<file path="config.mk">
export PLATFORM = sky130hd
export DESIGN_NAME = clock_ctrl_flat
export DESIGN_NICKNAME = d
export VERILOG_FILES = /design/src/rtl/clock_ctrl_if.sv /design/src/rtl/clock_ctrl.sv /design/src/flat_wrapper.sv
export SDC_FILE = /design/constraint.sdc
export NUM_CORES = 1
export LEC_CHECK = 0
export CAP_MARGIN = 20
export CORE_MARGIN = 2
export CORE_UTILIZATION = 40
export DETAILED_ROUTE_END_ITERATION = 7
export SLEW_MARGIN = 20
export SYNTH_ARGS = -nofsm -noshare
export SYNTH_HDL_FRONTEND = slang
export SYNTH_SLANG_ARGS = --single-unit
</file>
<file path="constraint.sdc">
create_clock -name clk -period 2.7 [get_ports clk]
set_input_delay 0.54 -clock clk [delete_from_list [all_inputs] [get_ports clk]]
set_output_delay 0.54 -clock clk [all_outputs]
set_load 0.02 [all_outputs]
</file>
<file path="src/rtl/clock_ctrl_if.sv">
// Bus between the mode/alarm controller and its surroundings: buttons, tick and
// counter value in; counter control, display and alarm status out.
interface clock_ctrl_if;
  logic        i_tick;
  logic        i_btn_mode;
  logic        i_btn_inc;
  logic        i_btn_alarm;
  logic [15:0] i_cur_time;
  logic        o_cnt_en;
  logic        o_ld;
  logic [15:0] o_ld_time;
  logic [15:0] o_disp_time;
  logic [3:0]  o_blank;
  logic        o_alarm_armed;
  logic        o_ring;

  modport slave (
    input  i_tick, i_btn_mode, i_btn_inc, i_btn_alarm, i_cur_time,
    output o_cnt_en, o_ld, o_ld_time, o_disp_time, o_blank, o_alarm_armed, o_ring
  );

  modport master (
    output i_tick, i_btn_mode, i_btn_inc, i_btn_alarm, i_cur_time,
    input  o_cnt_en, o_ld, o_ld_time, o_disp_time, o_blank, o_alarm_armed, o_ring
  );
endinterface

</file>
<file path="src/rtl/clock_ctrl.sv">
// Mode/alarm controller for a 12-hour BCD clock: button-driven time and alarm
// editing, counter load strobe, display select with per-digit blink, alarm ring.
module clock_ctrl #(
  parameter int BLINK_CYCLES = 4,
  parameter int RING_TICKS   = 60
) (
  input logic         clk,
  input logic         rst_n,
  clock_ctrl_if.slave bus
);

  localparam int BW = $clog2(BLINK_CYCLES + 1);
  localparam int RW = $clog2(RING_TICKS + 1);

  typedef enum logic [2:0] {RUN, SET_TH, SET_TM, SET_AH, SET_AM, RING} state_t;

  state_t        r_state, w_stateNext;
  logic [15:0]   r_edit, w_editNext;
  logic [15:0]   r_alarm, w_alarmNext;
  logic [15:0]   r_ldTime, w_ldTimeNext;
  logic          r_armed, w_armedNext;
  logic          r_ld, w_ldNext;
  logic          r_matchQ;
  logic          r_phase;
  logic [BW-1:0] r_blinkCnt;
  logic [RW-1:0] r_ringCnt, w_ringCntNext;
  logic          w_match, w_inSet, w_nextInSet, w_enterSet, w_hourState, w_runLike;

  function automatic logic [7:0] incHour(input logic [7:0] h);
    if (h == 8'h12)           return 8'h01;
    else if (h[3:0] == 4'h9)  return {h[7:4] + 4'h1, 4'h0};
    else                      return {h[7:4], h[3:0] + 4'h1};
  endfunction

  // Minutes wrap on their own; hours are never touched from a minute edit.
  function automatic logic [7:0] incMin(input logic [7:0] m);
    if (m == 8'h59)           return 8'h00;
    else if (m[3:0] == 4'h9)  return {m[7:4] + 4'h1, 4'h0};
    else                      return {m[7:4], m[3:0] + 4'h1};
  endfunction

  assign w_match     = (bus.i_cur_time == r_alarm);
  assign w_inSet     = (r_state == SET_TH) || (r_state == SET_TM) ||
                       (r_state == SET_AH) || (r_state == SET_AM);
  assign w_nextInSet = (w_stateNext == SET_TH) || (w_stateNext == SET_TM) ||
                       (w_stateNext == SET_AH) || (w_stateNext == SET_AM);
  assign w_enterSet  = w_nextInSet && (w_stateNext != r_state);
  assign w_hourState = (r_state == SET_TH) || (r_state == SET_AH);
  assign w_runLike   = (r_state == RUN) || (r_state == RING);

  always_ff @(posedge clk or negedge rst_n) begin
    if (!rst_n) r_state <= RUN;
    else        r_state <= w_stateNext;
  end

  always_comb begin
    w_stateNext   = r_state;
    w_editNext    = r_edit;
    w_alarmNext   = r_alarm;
    w_ldTimeNext  = r_ldTime;
    w_armedNext   = r_armed;
    w_ldNext      = 1'b0;
    w_ringCntNext = r_ringCnt;
    case (r_state)
      RUN: begin
        if (r_armed && w_match && !r_matchQ) begin
          w_stateNext   = RING;
          w_ringCntNext = '0;
        end else begin
          if (bus.i_btn_alarm) w_armedNext = ~r_armed;
          if (bus.i_btn_mode) begin
            w_editNext  = bus.i_cur_time;
            w_stateNext = SET_TH;
          end
        end
      end
      SET_TH, SET_AH: begin
        if (bus.i_btn_mode)
          w_stateNext = (r_state == SET_TH) ? SET_TM : SET_AM;
        else if (bus.i_btn_inc)
          w_editNext = {incHour(r_edit[15:8]), r_edit[7:0]};
      end
      SET_TM: begin
        if (bus.i_btn_mode) begin
          w_stateNext  = SET_AH;
          w_ldNext     = 1'b1;
          w_ldTimeNext = r_edit;
          w_editNext   = r_alarm;
        end else if (bus.i_btn_inc) begin
          w_editNext = {r_edit[15:8], incMin(r_edit[7:0])};
        end
      end
      SET_AM: begin
        if (bus.i_btn_mode) begin
          w_stateNext = RUN;
          w_alarmNext = r_edit;
        end else if (bus.i_btn_inc) begin
          w_editNext = {r_edit[15:8], incMin(r_edit[7:0])};
        end
      end
      RING: begin
        if (bus.i_btn_alarm || bus.i_btn_mode) begin
          w_stateNext = RUN;
        end else if (bus.i_tick) begin
          if (r_ringCnt == RW'(RING_TICKS - 1)) w_stateNext = RUN;
          else                                  w_ringCntNext = r_ringCnt + RW'(1);
        end
      end
      default: w_stateNext = RUN;
    endcase
  end

  always_ff @(posedge clk or negedge rst_n) begin
    if (!rst_n) begin
      r_edit    <= 16'h1200;
      r_alarm   <= 16'h0600;
      r_ldTime  <= 16'h1200;
      r_armed   <= 1'b0;
      r_ld      <= 1'b0;
      r_matchQ  <= 1'b0;
      r_ringCnt <= '0;
    end else begin
      r_edit    <= w_editNext;
      r_alarm   <= w_alarmNext;
      r_ldTime  <= w_ldTimeNext;
      r_armed   <= w_armedNext;
      r_ld      <= w_ldNext;
      r_matchQ  <= w_match;
      r_ringCnt <= w_ringCntNext;
    end
  end

  // Blink restarts dark-free on every mode step so the new field is visible at once.
  always_ff @(posedge clk or negedge rst_n) begin
    if (!rst_n) begin
      r_blinkCnt <= '0;
      r_phase    <= 1'b0;
    end else if (w_enterSet) begin
      r_blinkCnt <= '0;
      r_phase    <= 1'b0;
    end else if (w_inSet) begin
      if (r_blinkCnt == BW'(BLINK_CYCLES - 1)) begin
        r_blinkCnt <= '0;
        r_phase    <= ~r_phase;
      end else begin
        r_blinkCnt <= r_blinkCnt + BW'(1);
      end
    end
  end

  assign bus.o_cnt_en      = w_runLike;
  assign bus.o_ring        = (r_state == RING);
  assign bus.o_alarm_armed = r_armed;
  assign bus.o_ld          = r_ld;
  assign bus.o_ld_time     = r_ldTime;
  assign bus.o_disp_time   = w_runLike ? bus.i_cur_time : r_edit;
  assign bus.o_blank       = !(w_inSet && r_phase) ? 4'b0000 :
                             (w_hourState ? 4'b1100 : 4'b0011);

endmodule

</file>
<file path="src/flat_wrapper.sv">
// flat-port wrapper written by rule: the top's interface ports become plain ports
module clock_ctrl_flat 
#(
  parameter int BLINK_CYCLES = 4,
  parameter int RING_TICKS   = 60
)
  (clk, rst_n, bus_i_tick, bus_i_btn_mode, bus_i_btn_inc, bus_i_btn_alarm, bus_i_cur_time, bus_o_cnt_en, bus_o_ld, bus_o_ld_time, bus_o_disp_time, bus_o_blank, bus_o_alarm_armed, bus_o_ring);
  clock_ctrl_if bus_i ();
  input logic clk;
  input logic rst_n;
  input wire logic [$bits(bus_i.i_tick)-1:0] bus_i_tick;
  input wire logic [$bits(bus_i.i_btn_mode)-1:0] bus_i_btn_mode;
  input wire logic [$bits(bus_i.i_btn_inc)-1:0] bus_i_btn_inc;
  input wire logic [$bits(bus_i.i_btn_alarm)-1:0] bus_i_btn_alarm;
  input wire logic [$bits(bus_i.i_cur_time)-1:0] bus_i_cur_time;
  output wire logic [$bits(bus_i.o_cnt_en)-1:0] bus_o_cnt_en;
  output wire logic [$bits(bus_i.o_ld)-1:0] bus_o_ld;
  output wire logic [$bits(bus_i.o_ld_time)-1:0] bus_o_ld_time;
  output wire logic [$bits(bus_i.o_disp_time)-1:0] bus_o_disp_time;
  output wire logic [$bits(bus_i.o_blank)-1:0] bus_o_blank;
  output wire logic [$bits(bus_i.o_alarm_armed)-1:0] bus_o_alarm_armed;
  output wire logic [$bits(bus_i.o_ring)-1:0] bus_o_ring;
  assign bus_i.i_tick = bus_i_tick;
  assign bus_i.i_btn_mode = bus_i_btn_mode;
  assign bus_i.i_btn_inc = bus_i_btn_inc;
  assign bus_i.i_btn_alarm = bus_i_btn_alarm;
  assign bus_i.i_cur_time = bus_i_cur_time;
  assign bus_o_cnt_en = bus_i.o_cnt_en;
  assign bus_o_ld = bus_i.o_ld;
  assign bus_o_ld_time = bus_i.o_ld_time;
  assign bus_o_disp_time = bus_i.o_disp_time;
  assign bus_o_blank = bus_i.o_blank;
  assign bus_o_alarm_armed = bus_i.o_alarm_armed;
  assign bus_o_ring = bus_i.o_ring;
  clock_ctrl #(.BLINK_CYCLES(BLINK_CYCLES), .RING_TICKS(RING_TICKS)) u_core (.clk(clk), .rst_n(rst_n), .bus(bus_i));
endmodule
</file>
Word level (Yosys, flattened, before mapping)

Index checks and enable logic that the tools add are counted.

Register bits: 64
Bits in latches: 0
Memory bits (writable): 0
ROM bits: 0
Input bits: 22
Output and inout bits: 40
Logic and storage cells: 116
Memories: 0

$add $sub $neg: 6
Multiply operators: 0
Divide/modulo/power cells: 0
Magnitude comparators: 0
Equal/unequal tests: 27
Shift operators: 0
Mux-type cells: 38
Bitwise operators: 4
Reduce and logical (&&, ||, !) cells: 29

Operators with widths:

| operator              | number |
|---|---|
| $mux W16              | 7 |
| $pmux W16 S4          | 1 |
| $mux W8               | 5 |
| $mux W3               | 12 |
| $mux W6               | 4 |
| $ne A2 B2 Y1 const B  | 9 |
| $add A4 B1 Y4 const B | 4 |
| $eq A16 B16 Y1        | 1 |
| $eq A3 B2 Y1 const B  | 5 |
| $pmux W3 S5           | 1 |
| $pmux W6 S2           | 1 |
| $reduce_and A5 Y1     | 2 |
| $eq A3 B3 Y1 const B  | 3 |
| $logic_or A1 B1 Y1    | 9 |
| $eq A4 B4 Y1 const B  | 2 |
| $eq A8 B5 Y1 const B  | 1 |
| $eq A8 B7 Y1 const B  | 1 |
| $mux W4               | 2 |
| $reduce_and A7 Y1     | 1 |
| $add A6 B1 Y6 const B | 1 |
| $eq A3 B1 Y1 const B  | 2 |
| $eq A6 B6 Y1 const B  | 1 |
| $reduce_and A2 Y1     | 3 |
| $reduce_and A6 Y1     | 1 |
| other kinds (13)      | 25 |

Logic depth before layout (Yosys ltp)

Depth in word-level cells: 12
Depth in mapped cells: 8
Depth with buffers taken out: 8

Worst setup path after synthesis

OpenSTA, ideal clock, no wires.

Path type: reg-to-output
Start: reg u_core.r_state[0]
End: out bus_o_disp_time[14]
Arrival: 1.570 ns
Data required time: 2.160 ns
Path slack: 0.590 ns
Stages on the path, launching flop included: 5
Buffers on the path: 1
Path through: dfrtp_1 > and2b_1 > nor3_1 > buf_2 > mux2_2

Longest elaborated chain between the ends: 3
Elaborated cells on any way between the ends: 4
Those cells by class: eq/ne (1); mux (1); reduce/logical (2)

RTL lines:

| element                                          | line               | source |
|---|---|---|
| from (decl)                                      | clock_ctrl.sv:17   | `state_t r_state, w_stateNext;` |
| from (signal assigned)                           | clock_ctrl.sv:53   | `else r_state <= w_stateNext;` |
| $eq A3 B3 Y1 or $logic_not A3 Y1 (tied branches) | clock_ctrl.sv:49   | `assign w_runLike = (r_state == RUN) \|\| (r_state == RING);` |
| $logic_or A1 B1 Y1 *                             | clock_ctrl.sv:49   |  |
| net bus_o_cnt_en                                 | flat_wrapper.sv:16 | `output wire logic [$bits(bus_i.o_cnt_en)-1:0] bus_o_cnt_en;` |
| $mux W16 *                                       | clock_ctrl.sv:156  | `assign bus.o_disp_time = w_runLike ? bus.i_cur_time : r_edit;` |
| to (decl)                                        | flat_wrapper.sv:19 | `output wire logic [$bits(bus_i.o_disp_time)-1:0] bus_o_disp_time;` |

Mark *: on every way through the listed nets, which the timed path passes. The rest lies on a longest branch.

Worst setup path in the final report

Start: reg u_core.r_state[2]
End: out bus_o_disp_time[15]

Longest elaborated chain between the ends: 3
Elaborated cells on any way between the ends: 4
Those cells by class: eq/ne (1); mux (1); reduce/logical (2)

RTL lines:

| element                                          | line |
|---|---|
| $eq A3 B3 Y1 or $logic_not A3 Y1 (tied branches) | clock_ctrl.sv:49 |
| $logic_or A1 B1 Y1 *                             | clock_ctrl.sv:49 |
| $mux W16 *                                       | clock_ctrl.sv:156 |

Every way passes the cells marked *; elsewhere a longest branch is shown, timed or not.

==> summary.txt <==
Clock tree
  – Hold-fix buffers, CTS: 0
  – Clock transition at the register clock pins on the worst setup and hold paths after CTS: 0.07 ns
  – TritonCTS Sinks: 64
  – Setup Fix Bufs, Post-CTS: 0
  – Clock tree from TritonCTS: yes
  – Number of clock buffers inserted by TritonCTS: 9
  – Number of levels in the clock H-tree: 3
  – Total of cells resized after clock tree synthesis: 16
  – Clk Latency, worst-skew pair: around 0.34 ns
  – Buffer cell driving the clock tree root: sky130_fd_sc_hd__clkbuf_8
  – Number of buffers on the longest clock path: 2

Global routing
  – Most Crowded Layer GR: met2
  – Vias in the first global route: 2856
  – Met1 track demand over resource: 0.2698
  – Met2 routing resource usage after global routing: 0.2897
  – First-pass GRT wire length: between 10000 and 15000 um
  – Largest net degree at the start of global routing: 43
  – All-layer global routing usage: 0.1883
  – GRT met3 Usage: 0.02913
  – Gr ovfl total: 0
  – Antenna violations before repair: 0

Logic synthesis
  – Synth warn: 0
  – Netlist area before placement: 3734 um^2
  – Number of flops mapped to enable cells by yosys: 0
  – Fraction of the yosys area taken by sequential cells: 0.4310
  – Fraction of registers with async set or reset after synthesis: 1.000
  – Number of flip-flops and latches in the synthesized netlist: between 60 and 70
  – Post-Syn Area per Cell: between 10 and 15 um^2
  – Post-Synthesis Cells: 347
  – Distinct cell type count of the synthesized netlist: 59
  – Nets in the synthesized netlist: roughly 380
  – Most common flop cell mapped by yosys: sky130_fd_sc_hd__dfrtp_1

Place
  – Number of buffer cells added on primary ports: 61
  – Global placer's final weighted congestion: ~0.82
  – Final HPWL from detailed placement: around 6200 um

Timing
  – Total setup violations reported at the end of the flow: 0
  – Post-route clock period utilization: 0.9674
  – Slew HR: 0.6178
  – Total count of max-transition violations in the final report: 0
  – Setup repair after global routing missed its margin: no
  – Total Negative Setup Slacks: 0 ns
  – Fin crit period: 2.612 ns
  – Worst Hold Margin: between 0.15 and 0.2 ns
  – Total count of hold-check failures in the final report: 0
  – Maximum frequency from static timing analysis: approximately 380 MHz
  – Layout Skew: 0.006770 ns
  – Measured slew at the worst slew-check pin: around 0.57 ns

Route
  – DR vias/cell: roughly 5.5
  – Total routed wirelength: between 8000 and 9000 um
  – Pre-antenna DRT Iters: 4
  – First DRT Iteration DRCs: ~140
  – Average wire length per cell after detail routing: 16.84 um
  – Count of nets left with antenna violations after detail routing: 0
  – Post-detailed-route DRC marker count: 0
  – Total via count after detailed routing: between 2k and 3k

Cells and area
  – Commonest non-fill, non-tap cells in the layout: sky130_fd_sc_hd__dfrtp_1, sky130_fd_sc_hd__clkdlybuf4s50_1, sky130_fd_sc_hd__mux2_2
  – Ant diodes: 0
  – Fraction of layout cells with a size suffix above 1: 0.2352
  – Most frequent standard cell in the layout excluding fill and tap cells: sky130_fd_sc_hd__dfrtp_1
  – Share of the core filled with cells: 0.5155
  – Area delta synth->final: 26.37%
  – Number of nets in the final layout: ~450

Run status
  – Outcome: finished, final reports clean

Floorplanning
  – Number of standard-cell rows in the floorplan: 35
  – Die area: roughly 10000 um^2
  – Starting Density: 0.4079
  – Die W: slightly above 100 um
  – I/O pins: a little over 60
  – Die extent in y: between 100 and 150 um
  – Core ar.: 9153 um^2

Worst setup path
  – CP Max Fanout: 21
  – Worst reg2reg path depth: 7
  – CP Launch Type: flop
  – Worst R2R Setup Slack: roughly 0.66 ns
  – Critical register-to-register path endpoint: u_core.r_edit[1]$_DFFE_PN0P_
  – Crit Reg-Reg Startpoint: u_core.r_state[2]$_DFF_PN0_
  – Required @ worst endpoint: between 2 and 2.5 ns
  – Signal arrival time at the worst endpoint: between 2 and 2.5 ns
  – Crit. End Element: output port
  – Path type of the worst setup path: flop to output port

Flow run
  – Number of max-cap violations: 0

Power
  – Total power divided by cell area: 1194 nW/um^2
  – Static Leak: roughly 0.0021 uW
  – Max rail drop VDD: ~0.0005 V

Min path
  – Hold WC Path Type: input port to asynchronous set/reset pin
worst max-delay path, stage by stage (launching register included):
cell and delay, ns:
sky130_fd_sc_hd__dfrtp_1 0.41, sky130_fd_sc_hd__and2b_1 0.22, sky130_fd_sc_hd__nor3_2 0.24, sky130_fd_sc_hd__buf_12 0.21, sky130_fd_sc_hd__mux2_2 0.35, sky130_fd_sc_hd__dlygate4sd2_1 0.32
cell type report:
type                            count  area, um^2
Multi-Input combinational cell    256        1986
Tap cell                          111       138.9
Timing Repair Buffer               77       755.7
Clock inverter                      3       40.04
Inverter                            8       30.03
Fill cell                         863        4434
Sequential cell                    64        1609
Clock buffer                       13       158.9
cell families (layout without fill, tap and decap cells):
group	after synthesis	after routing	synth area share
AND/OR/NAND/NOR	96	96	0.1552
AO/OA/AOI/OAI	79	79	0.1454
flip-flops	64	64	0.4310
multiplexers	46	46	0.1381
XOR/XNOR	27	27	0.06334
buffers and inverters	27	101	0.04021
adder cells (fa/ha/maj)	8	8	0.02681
worst max-delay path by stage:
stage	start	to	slack, ns
6_report	u_core.r_state[2]$_DFF_PN0_	bus_o_disp_time[15]	0.09
5_1_grt	u_core.r_state[1]$_DFF_PN0_	bus_o_blank[0]	0.003
4_1_cts	u_core.r_state[2]$_DFF_PN0_	bus_o_disp_time[15]	0.07
3_5_place_dp	bus_i_cur_time[5]	u_core.r_blinkCnt[0]$_DFFE_PN0P_	0.15
3_3_place_gp	bus_i_cur_time[5]	u_core.r_blinkCnt[1]$_DFFE_PN0P_	0.19
2_1_floorplan	u_core.r_state[0]$_DFF_PN0_	bus_o_disp_time[14]	0.59
flip-flops by register name (all words and copies together) (netlist names):
register and flops:
u_core.r_edit 16, u_core.r_phase 1, u_core.bus.o_alarm_armed 1, u_core.r_matchQ 1, u_core.r_state 3, u_core.r_alarm 16, u_core.bus.o_ld_time 16, u_core.bus.o_ld 1
u_core.r_ringCnt 6, u_core.r_blinkCnt 3
power by group:
part           internal [uW]  leakage [uW]  switching [uW]  total, uW
clock                    475      0.000103             381        856
sequential              1360      0.000824             397       1750
combinational           1440       0.00118            1590       3020
total                   3270       0.00211            2370       5630
routing by layer:
layer  share of wire  routed length (um)
met5               0                   0
met4           0.012                 108
met3           0.038                 344
met2            0.47                4197
met1            0.48                4306
Yosys cell counts (2+ instances only):
cell type	instances	area [um^2]
sky130_fd_sc_hd__ha_1	8	100.1
sky130_fd_sc_hd__mux2i_1	2	20.02
sky130_fd_sc_hd__o21ai_1	4	20.02
sky130_fd_sc_hd__nor3_1	5	25.02
sky130_fd_sc_hd__clkbuf_1	4	15.01
sky130_fd_sc_hd__a222oi_1	2	20.02
sky130_fd_sc_hd__a31oi_1	2	12.51
sky130_fd_sc_hd__nand2b_1	4	25.02
sky130_fd_sc_hd__nand3_1	3	15.01
sky130_fd_sc_hd__nor2_1	18	67.56
sky130_fd_sc_hd__xor2_1	22	192.7
sky130_fd_sc_hd__a221oi_1	7	61.31
sky130_fd_sc_hd__nor4_2	4	50.05
sky130_fd_sc_hd__o21ai_2	4	35.03
sky130_fd_sc_hd__mux2_2	43	484.2
sky130_fd_sc_hd__nand3b_1	3	22.52
sky130_fd_sc_hd__buf_4	2	15.01
sky130_fd_sc_hd__a21oi_1	10	50.05
sky130_fd_sc_hd__and3_1	5	31.28
sky130_fd_sc_hd__o21bai_1	2	15.01
sky130_fd_sc_hd__a221o_1	2	20.02
sky130_fd_sc_hd__inv_1	8	30.03
sky130_fd_sc_hd__nand4_1	3	18.77
sky130_fd_sc_hd__nor3b_1	7	52.55
sky130_fd_sc_hd__nand2_1	23	86.33
sky130_fd_sc_hd__nor2b_1	5	31.28
sky130_fd_sc_hd__dfrtp_1	58	1451
sky130_fd_sc_hd__a22oi_1	2	15.01
sky130_fd_sc_hd__xnor2_1	5	43.79
sky130_fd_sc_hd__nor2_4	2	22.52
sky130_fd_sc_hd__and2_1	2	12.51
sky130_fd_sc_hd__a21o_1	2	15.01
sky130_fd_sc_hd__o21ai_0	29	145.1
sky130_fd_sc_hd__a22o_1	3	26.28
sky130_fd_sc_hd__buf_2	9	45.04
sky130_fd_sc_hd__buf_6	4	45.04
sky130_fd_sc_hd__a21boi_2	2	22.52
sky130_fd_sc_hd__dfstp_2	6	157.7
through the flow:
step	std cells	setup slack [ns]	instance area [um^2]	total power [uW]
3_5_place_dp	516	0.1483	4539	4920
6_report	532	0.08799	4718	5633
4_1_cts	532	0.06876	4718	5680
2_1_floorplan	347	0.5903	3734	3665
5_1_grt	532	0.003465	4718	6038
3_3_place_gp	516	0.1925	4539	4859
Note: power is estimated with default switching activity, not from simulation.
